<file path="src/rtl/sdio_pkg.sv">
// rtl/sdio_pkg.sv - shared encodings and frame constants for the SDIO register master
// Contents: FSM state encoding, header codes, frame-length constants, GAP length.
package sdio_pkg;

   typedef enum logic [2:0] {
      ST_IDLE      = 3'd0,
      ST_SEND      = 3'd1,
      ST_WAIT_MARK = 3'd2,
      ST_RDATA     = 3'd3,
      ST_GAP       = 3'd4
   } state_e;

   localparam logic [1:0] HDR_RD = 2'b10;
   localparam logic [1:0] HDR_WR = 2'b11;

   // Frame length beyond the address: read = header(2) + turn(1),
   // write = header(2) + data(32) + turn(1).
   localparam int RD_EXTRA = 3;
   localparam int WR_EXTRA = 35;

   localparam int DATA_W  = 32;
   localparam int GAP_LEN = 2;

endpackage

</file>
<file path="src/rtl/sdio_sck_gen.sv">
// rtl/sdio_sck_gen.sv - sdio_sck divider with one-clk rise/fall ticks
// Ports:
//   clk, rst      block clock, asynchronous active-low reset
//   run_i         1 = toggle sck; 0 = hold sck low and restart the phase counter
//   sck_o         registered serial clock (low phase first)
//   rise_o/fall_o high in the clk whose rising edge moves sck_o up/down
module sdio_sck_gen #(
   parameter int HALF_DIV = 8
) (
   input  logic clk,
   input  logic rst,
   input  logic run_i,
   output logic sck_o,
   output logic rise_o,
   output logic fall_o
);

   localparam int DW = $clog2(HALF_DIV);

   logic [DW-1:0] cnt_q;
   logic          sck_q;
   logic          last;

   // Ticks are combinational so the FSM updates mosi/samples miso on the
   // very edge that moves sck, keeping data and clock aligned.
   assign last   = run_i && (cnt_q == DW'(HALF_DIV - 1));
   assign rise_o = last && !sck_q;
   assign fall_o = last && sck_q;
   assign sck_o  = sck_q;

   always_ff @(posedge clk or negedge rst) begin
      if (!rst) begin
         cnt_q <= '0;
         sck_q <= 1'b0;
      end else if (!run_i) begin
         cnt_q <= '0;
         sck_q <= 1'b0;
      end else if (last) begin
         cnt_q <= '0;
         sck_q <= !sck_q;
      end else begin
         cnt_q <= cnt_q + 1'b1;
      end
   end

endmodule

</file>
<file path="src/rtl/sdio_master.sv">
// rtl/sdio_master.sv - serial register-access master (read/write frames, marker wait, timeout)
// Ports:
//   clk, rst                 block clock, asynchronous active-low reset
//   cmd_valid/cmd_ready      command handshake; cmd_wr, cmd_addr, cmd_wdata fields
//   rsp_valid                one-clk completion pulse; rsp_rdata, rsp_err qualified by it
//   sdio_sck, sdio_mosi      serial clock and data to the slave
//   sdio_miso                asynchronous serial data from the slave
module sdio_master
   import sdio_pkg::*;
#(
   parameter int AW       = 8,
   parameter int HALF_DIV = 8,
   parameter int TMO      = 8
) (
   input  logic          clk,
   input  logic          rst,
   input  logic          cmd_valid,
   output logic          cmd_ready,
   input  logic          cmd_wr,
   input  logic [AW-1:0] cmd_addr,
   input  logic [31:0]   cmd_wdata,
   output logic          rsp_valid,
   output logic [31:0]   rsp_rdata,
   output logic          rsp_err,
   output logic          sdio_sck,
   output logic          sdio_mosi,
   input  logic          sdio_miso
);

   localparam int FW = AW + WR_EXTRA;
   // One counter serves frame bits, marker timeout, read data and GAP.
   localparam int CW = $clog2(FW + TMO + DATA_W + 1);

   state_e        state_q;
   logic [FW-1:0] sr_q;
   logic [CW-1:0] cnt_q;
   logic          wr_q;
   logic          err_q;
   logic [31:0]   rdata_q;
   logic          mosi_q;
   logic          ready_q;
   logic          rsp_valid_q;
   logic [31:0]   rsp_rdata_q;
   logic          rsp_err_q;
   logic [1:0]    sync_q;

   logic [FW-1:0] frame_d;
   logic [CW-1:0] len_d;
   logic          miso_s;
   logic          run;
   logic          rise;
   logic          fall;

   assign miso_s = sync_q[1];
   assign run    = (state_q != ST_IDLE);

   // Frames are left-aligned in the shift register; a read frame is padded
   // with zeros that are never clocked out.
   always_comb begin
      frame_d = '0;
      len_d   = '0;
      if (cmd_wr) begin
         frame_d = {HDR_WR, cmd_addr, cmd_wdata, 1'b0};
         len_d   = CW'(AW + WR_EXTRA);
      end else begin
         frame_d = {HDR_RD, cmd_addr, 1'b0, 32'h0};
         len_d   = CW'(AW + RD_EXTRA);
      end
   end

   sdio_sck_gen #(
      .HALF_DIV (HALF_DIV)
   ) u_sck_gen (
      .clk    (clk),
      .rst    (rst),
      .run_i  (run),
      .sck_o  (sdio_sck),
      .rise_o (rise),
      .fall_o (fall)
   );

   always_ff @(posedge clk or negedge rst) begin
      if (!rst) begin
         state_q     <= ST_IDLE;
         sr_q        <= '0;
         cnt_q       <= '0;
         wr_q        <= 1'b0;
         err_q       <= 1'b0;
         rdata_q     <= '0;
         mosi_q      <= 1'b0;
         ready_q     <= 1'b0;
         rsp_valid_q <= 1'b0;
         rsp_rdata_q <= '0;
         rsp_err_q   <= 1'b0;
         sync_q      <= '0;
      end else begin
         sync_q      <= {sync_q[0], sdio_miso};
         rsp_valid_q <= 1'b0;
         case (state_q)
            ST_IDLE: begin
               if (cmd_valid && ready_q) begin
                  sr_q    <= frame_d;
                  cnt_q   <= len_d;
                  wr_q    <= cmd_wr;
                  err_q   <= 1'b0;
                  rdata_q <= '0;
                  ready_q <= 1'b0;
                  state_q <= ST_SEND;
               end else begin
                  ready_q <= 1'b1;
               end
            end
            ST_SEND: begin
               if (rise) begin
                  mosi_q <= sr_q[FW-1];
                  sr_q   <= {sr_q[FW-2:0], 1'b0};
               end else if (fall) begin
                  if (cnt_q == CW'(1)) begin
                     mosi_q  <= 1'b0;
                     cnt_q   <= CW'(TMO);
                     state_q <= ST_WAIT_MARK;
                  end else begin
                     cnt_q <= cnt_q - 1'b1;
                  end
               end
            end
            ST_WAIT_MARK: begin
               if (fall) begin
                  if (miso_s) begin
                     if (wr_q) begin
                        cnt_q   <= CW'(GAP_LEN);
                        state_q <= ST_GAP;
                     end else begin
                        cnt_q   <= CW'(DATA_W);
                        state_q <= ST_RDATA;
                     end
                  end else if (cnt_q == CW'(1)) begin
                     err_q   <= 1'b1;
                     cnt_q   <= CW'(GAP_LEN);
                     state_q <= ST_GAP;
                  end else begin
                     cnt_q <= cnt_q - 1'b1;
                  end
               end
            end
            ST_RDATA: begin
               if (fall) begin
                  rdata_q <= {rdata_q[30:0], miso_s};
                  if (cnt_q == CW'(1)) begin
                     cnt_q   <= CW'(GAP_LEN);
                     state_q <= ST_GAP;
                  end else begin
                     cnt_q <= cnt_q - 1'b1;
                  end
               end
            end
            ST_GAP: begin
               // Idle sck cycles with mosi low let the slave fall back to
               // waiting for a start bit before the next frame.
               if (fall) begin
                  if (cnt_q == CW'(1)) begin
                     state_q     <= ST_IDLE;
                     ready_q     <= 1'b1;
                     rsp_valid_q <= 1'b1;
                     rsp_err_q   <= err_q;
                     rsp_rdata_q <= err_q ? 32'h0 : rdata_q;
                  end else begin
                     cnt_q <= cnt_q - 1'b1;
                  end
               end
            end
            default: state_q <= ST_IDLE;
         endcase
      end
   end

   assign cmd_ready = ready_q;
   assign sdio_mosi = mosi_q;
   assign rsp_valid = rsp_valid_q;
   assign rsp_rdata = rsp_rdata_q;
   assign rsp_err   = rsp_err_q;

endmodule

</file>
<file path="config.mk">
export PLATFORM = sky130hd
export DESIGN_NAME = sdio_master
export DESIGN_NICKNAME = d
export VERILOG_FILES = /design/src/rtl/sdio_pkg.sv /design/src/rtl/sdio_sck_gen.sv /design/src/rtl/sdio_master.sv
export SDC_FILE = /design/constraint.sdc
export NUM_CORES = 1
export LEC_CHECK = 0
export BUFFER_PORTS_ARGS = -buffer_cell sky130_fd_sc_hd__buf_2
export CORE_UTILIZATION = 40
export DETAILED_ROUTE_END_ITERATION = 10
export HOLD_SLACK_MARGIN = 0.06
export PLACE_DENSITY = 0.61
export REMOVE_ABC_BUFFERS = 1
export SLEW_MARGIN = 20
export SYNTH_ARGS = -nofsm -noshare
export SYNTH_HDL_FRONTEND = slang
export SYNTH_HIERARCHICAL = 1
export SYNTH_SLANG_ARGS = --single-unit
</file>
<file path="constraint.sdc">
create_clock -name clk -period 2.3 [get_ports clk]
set_clock_uncertainty 0.05 [all_clocks]
set_input_delay 0.345 -clock clk [delete_from_list [all_inputs] [get_ports clk]]
set_output_delay 0.345 -clock clk [all_outputs]
set_load 0.05 [all_outputs]
</file>
==> results_tabular.tex <==
\begin{tabular}{lr}
\hline
Metric & Value \\
\hline
\multicolumn{2}{l}{\textbf{Routing}} \\
\quad Via density per instance & 5.09 \\
\quad Number of iterations in the first detailed-routing pass & 5 \\
\quad Top sig layer & met4 \\
\quad Routed wire length per instance & 13.7 um \\
\quad Antenna Nets Post-Route & 0 \\
\quad Total wire length & 12.6 mm \\
\quad Wire length on met3 & 748 um \\
\quad Count of unresolved DRC violations after routing & 0 \\
\quad Metal-1 WL & 5.89 mm \\
\quad Via count of the routed design & 4676 \\
\quad Met2 wire length & 5.81 mm \\
\quad Initial DRC count & 285 \\
\multicolumn{2}{l}{\textbf{Worst hold path}} \\
\quad Tightest Hold Check Type & input port to flip-flop \\
\multicolumn{2}{l}{\textbf{Place}} \\
\quad Pre-CTS setup slack & 0.0811 ns \\
\quad Port Buf Inserts & 81 \\
\quad Placed instance count & 884 \\
\quad Placed cell area & between 6000 and 7000 sq um \\
\quad Final weighted congestion in routability-driven placement & 0.824 \\
\quad Post-detail-place hpwl & 8.10 mm \\
\multicolumn{2}{l}{\textbf{STA}} \\
\quad Maximum operating frequency & 444 MHz \\
\quad Max-slew violations & 0 \\
\quad Final setup violation count & 0 \\
\quad Worst Max-Slew Pin Slew & 0.861 ns \\
\quad Worst setup margin & 0.0472 ns \\
\quad Tmin final & about 2.3 ns \\
\quad Post-route setup TNS & 0 ns \\
\quad Tightest slew margin relative to the limit & 42.6\% \\
\quad Period utilisation layout & 97.9\% \\
\quad Number of hold-slack violations in the final timing report & 0 \\
\multicolumn{2}{l}{\textbf{Die}} \\
\quad Core area & about 14000 sq um \\
\quad Core Rows & 43 \\
\quad Vertical die dimension & 123 um \\
\quad Width of the die & 123 um \\
\quad Ports placed on the boundary & 82 \\
\quad Floorplan die area & 15100 sq um \\
\quad Initial core utilization & 41.5\% \\
\multicolumn{2}{l}{\textbf{Clock tree}} \\
\quad Clock insertion delay at the later pin of the skew report & 0.41 ns \\
\quad Clock buffers created by TritonCTS & 17 \\
\quad Largest buffer count on any clock path & 2 \\
\quad TritonCTS clock tree & done \\
\quad Post-CTS Repair Setup Buffers & 0 \\
\quad Root Buffer & clkbuf\_16 \\
\quad Maximum level of the CTS H-tree & 4 \\
\quad Clock-pin slew of the registers on the worst-case setup and hold paths & 0.06 ns \\
\quad Number of sinks handled by clock tree synthesis & 128 \\
\multicolumn{2}{l}{\textbf{GRT}} \\
\quad Global route total overflow & 0 \\
\quad Pin count of the biggest net entering global routing & 85 \\
\quad First-pass GRT wire length & 21.6 mm \\
\quad Overall fraction of global-route tracks in use & between 10\% and 20\% \\
\quad Vias in the first global route & 4650 \\
\quad Initial antenna violation count & 0 \\
\multicolumn{2}{l}{\textbf{Synth}} \\
\quad Sequential element share of the synthesized area & 54.7\% \\
\quad Fraction of synthesis flops using an asynchronous set or reset pin & 100\% \\
\quad Largest cells by area after synthesis & dfrtp\_1, nand2\_1, o21ai\_0 \\
\quad Most numerous cell in the Yosys netlist & nand2\_1 \\
\quad Main synth FF type & dfrtp\_1 \\
\quad Post-synth EDFFs & 0 \\
\quad Commonest cells in the synthesized netlist & nand2\_1, dfrtp\_1, o21ai\_0 \\
\quad Mean area per synthesized cell & 8.94 sq um \\
\quad Synth top area share & between 50 and 60\% \\
\quad Cell area after synthesis & 5860 sq um \\
\quad Synthesized flop and latch total & 128 \\
\quad Cell variety after synth & 51 \\
\quad Number of warnings reported in the yosys synthesis log & 6 \\
\quad Cells after synthesis & between 600 and 700 \\
\quad Library cell with the largest summed area after synthesis & dfrtp\_1 \\
\multicolumn{2}{l}{\textbf{Worst setup path}} \\
\quad Worst setup EP type & flip-flop \\
\quad CP Data Arrival Time & 2.50 ns \\
\quad Kind of critical path & flip-flop to flip-flop \\
\quad WP data required & 2.55 ns \\
\quad Critical path fanouts, max & 9 \\
\quad Crit path launch type & flip-flop \\
\quad Worst-case register-to-register setup slack & 0.05 ns \\
\multicolumn{2}{l}{\textbf{Pwr}} \\
\quad Leakage power & 3.22 nW \\
\quad Worst supply voltage drop on vdd & about 600 uV \\
\quad Total power per unit cell area & 1280 nW/um\^{}2 \\
\multicolumn{2}{l}{\textbf{Finish}} \\
\quad Area growth, synth to finish & 23.3\% \\
\quad Net total in the final layout & a little under 800 \\
\quad Ant diodes & 0 \\
\quad Final Instance Count excl. Fillers & between 900 and 1000 \\
\quad Total area of sequential cells & 3200 sq um \\
\quad Area of all placed cells without fillers & about 7200 sq um \\
\quad Final-layout fill cell count & 1353 \\
\quad Utilization after layout & between 50 and 60\% \\
\quad Area occupied by multi-input gates & roughly 2400 sq um \\
\quad Share of cells above drive strength 1 & 19.8\% \\
\multicolumn{2}{l}{\textbf{Run status}} \\
\quad Run status & completed \\
\multicolumn{2}{l}{\textbf{Job}} \\
\quad Number of max-cap violations & 0 \\
\hline
\end{tabular}
==> placed cells by master, fill, tap and decap left out, types with 3 or more instances in the layout <==
master / Yosys / routed
nor2_1: 55 / 55
buf_2: 18 / 80
clkinv_2: 0 / 3
o21ai_0: 66 / 66
a21oi_1: 6 / 6
inv_1: 6 / 6
bufinv_16: 0 / 8
buf_4: 2 / 11
nand2b_1: 35 / 35
nand3_1: 34 / 34
o21ai_1: 12 / 10
buf_12: 0 / 6
dfrtp_1: 128 / 128
nand2_1: 163 / 162
clkbuf_16: 0 / 17
and2_1: 3 / 3
ha_1: 4 / 4
clkbuf_8: 0 / 3
nor3_1: 4 / 3
nor2b_1: 7 / 5
a31oi_1: 43 / 43
==> worst max-delay path: stages (launching register included) <==
cell,delay [ns]
dfrtp_1,0.38
ha_1,0.20
ha_1,0.23
and3_2,0.28
a211oi_1,0.34
o21ai_2,0.16
o2111ai_4,0.15
nor2_1,0.09
a32o_1,0.27
==> report_power, final <==
| group | internal [mW] | leakage (nW) | switching (mW) | total [mW] |
|---|---|---|---|---|
| Clock | 2.33 | 0.357 | 0.956 | 3.29 |
| Combinational | 1.11 | 1.23 | 1.73 | 2.84 |
| Sequential | 2.78 | 1.63 | 0.352 | 3.13 |
==> layout make-up <==
type                       count  share of cell area (%)
multi-input combinational    472                    33.5
timing repair buffer          99                    8.63
tap                          180                    3.12
inverter                       7                   0.364
clock buffer                  21                    6.52
sequential                   128                    44.4
clock inverter                11                    3.53
==> sequential cells by signal, indices dropped and copies added, names as in the netlist <==
signal           flops
rdata_q             32
rsp_valid            1
rsp_rdata           32
cmd_ready            1
u_sck_gen/sck_o      1
rsp_err              1
sync_q               2
wr_q                 1
err_q                1
sr_q                42
cnt_q                7
u_sck_gen/cnt_q      3
state_q              3
sdio_mosi            1
==> through the flow <==
stage	hold slack [ns]	total power, mW
CTS	0.113	9.29
global placement	0.287	5.83
detailed placement	0.287	5.95
global route	0.132	9.86
floorplan	-0.000591	5.08
finish	0.136	9.26
==> final timing paths <==
kind	start	end	cells after the start
setup / recovery	u_sck_gen/cnt_q[0]	cnt_q[4]	8
hold / removal	cmd_addr[0]	sr_q[33]	3
setup reg to reg	u_sck_gen/cnt_q[0]	cnt_q[4]	8
hold reg to reg	sync_q[0]	sync_q[1]	0
max in group asynchronous	rst	rsp_rdata[13]	3
min in group asynchronous	rst	rsp_valid	2
==> timing repair <==
item | CTS | global route
resized for setup | 0 | 4
hold buffers | 2 | 0
endpoints found under the setup margin | 0 | 13
endpoints found under the hold margin | 39 | 0
==> cells by family after synthesis <==
| logic type | Yosys count | share of synthesized area (%) |
|---|---|---|
| simple gates | 314 | 23.9 |
| compound gates | 147 | 14.7 |
| flops | 128 | 54.7 |
| buf+inv | 55 | 4.55 |
| mux | 4 | 0.812 |
| fa+ha+maj | 4 | 0.855 |
| xor+xnor | 3 | 0.449 |
==> routing by layer <==
layer | vias to the layer above | GRT usage, %
met1 | 2189 | 23.3
li1 | 2350 | -
met5 | - | 0
met4 | 0 | 5.42
met3 | 14 | 6.83
met2 | 123 | 29.0
No activity file was read; power rests on OpenSTA's default activity.
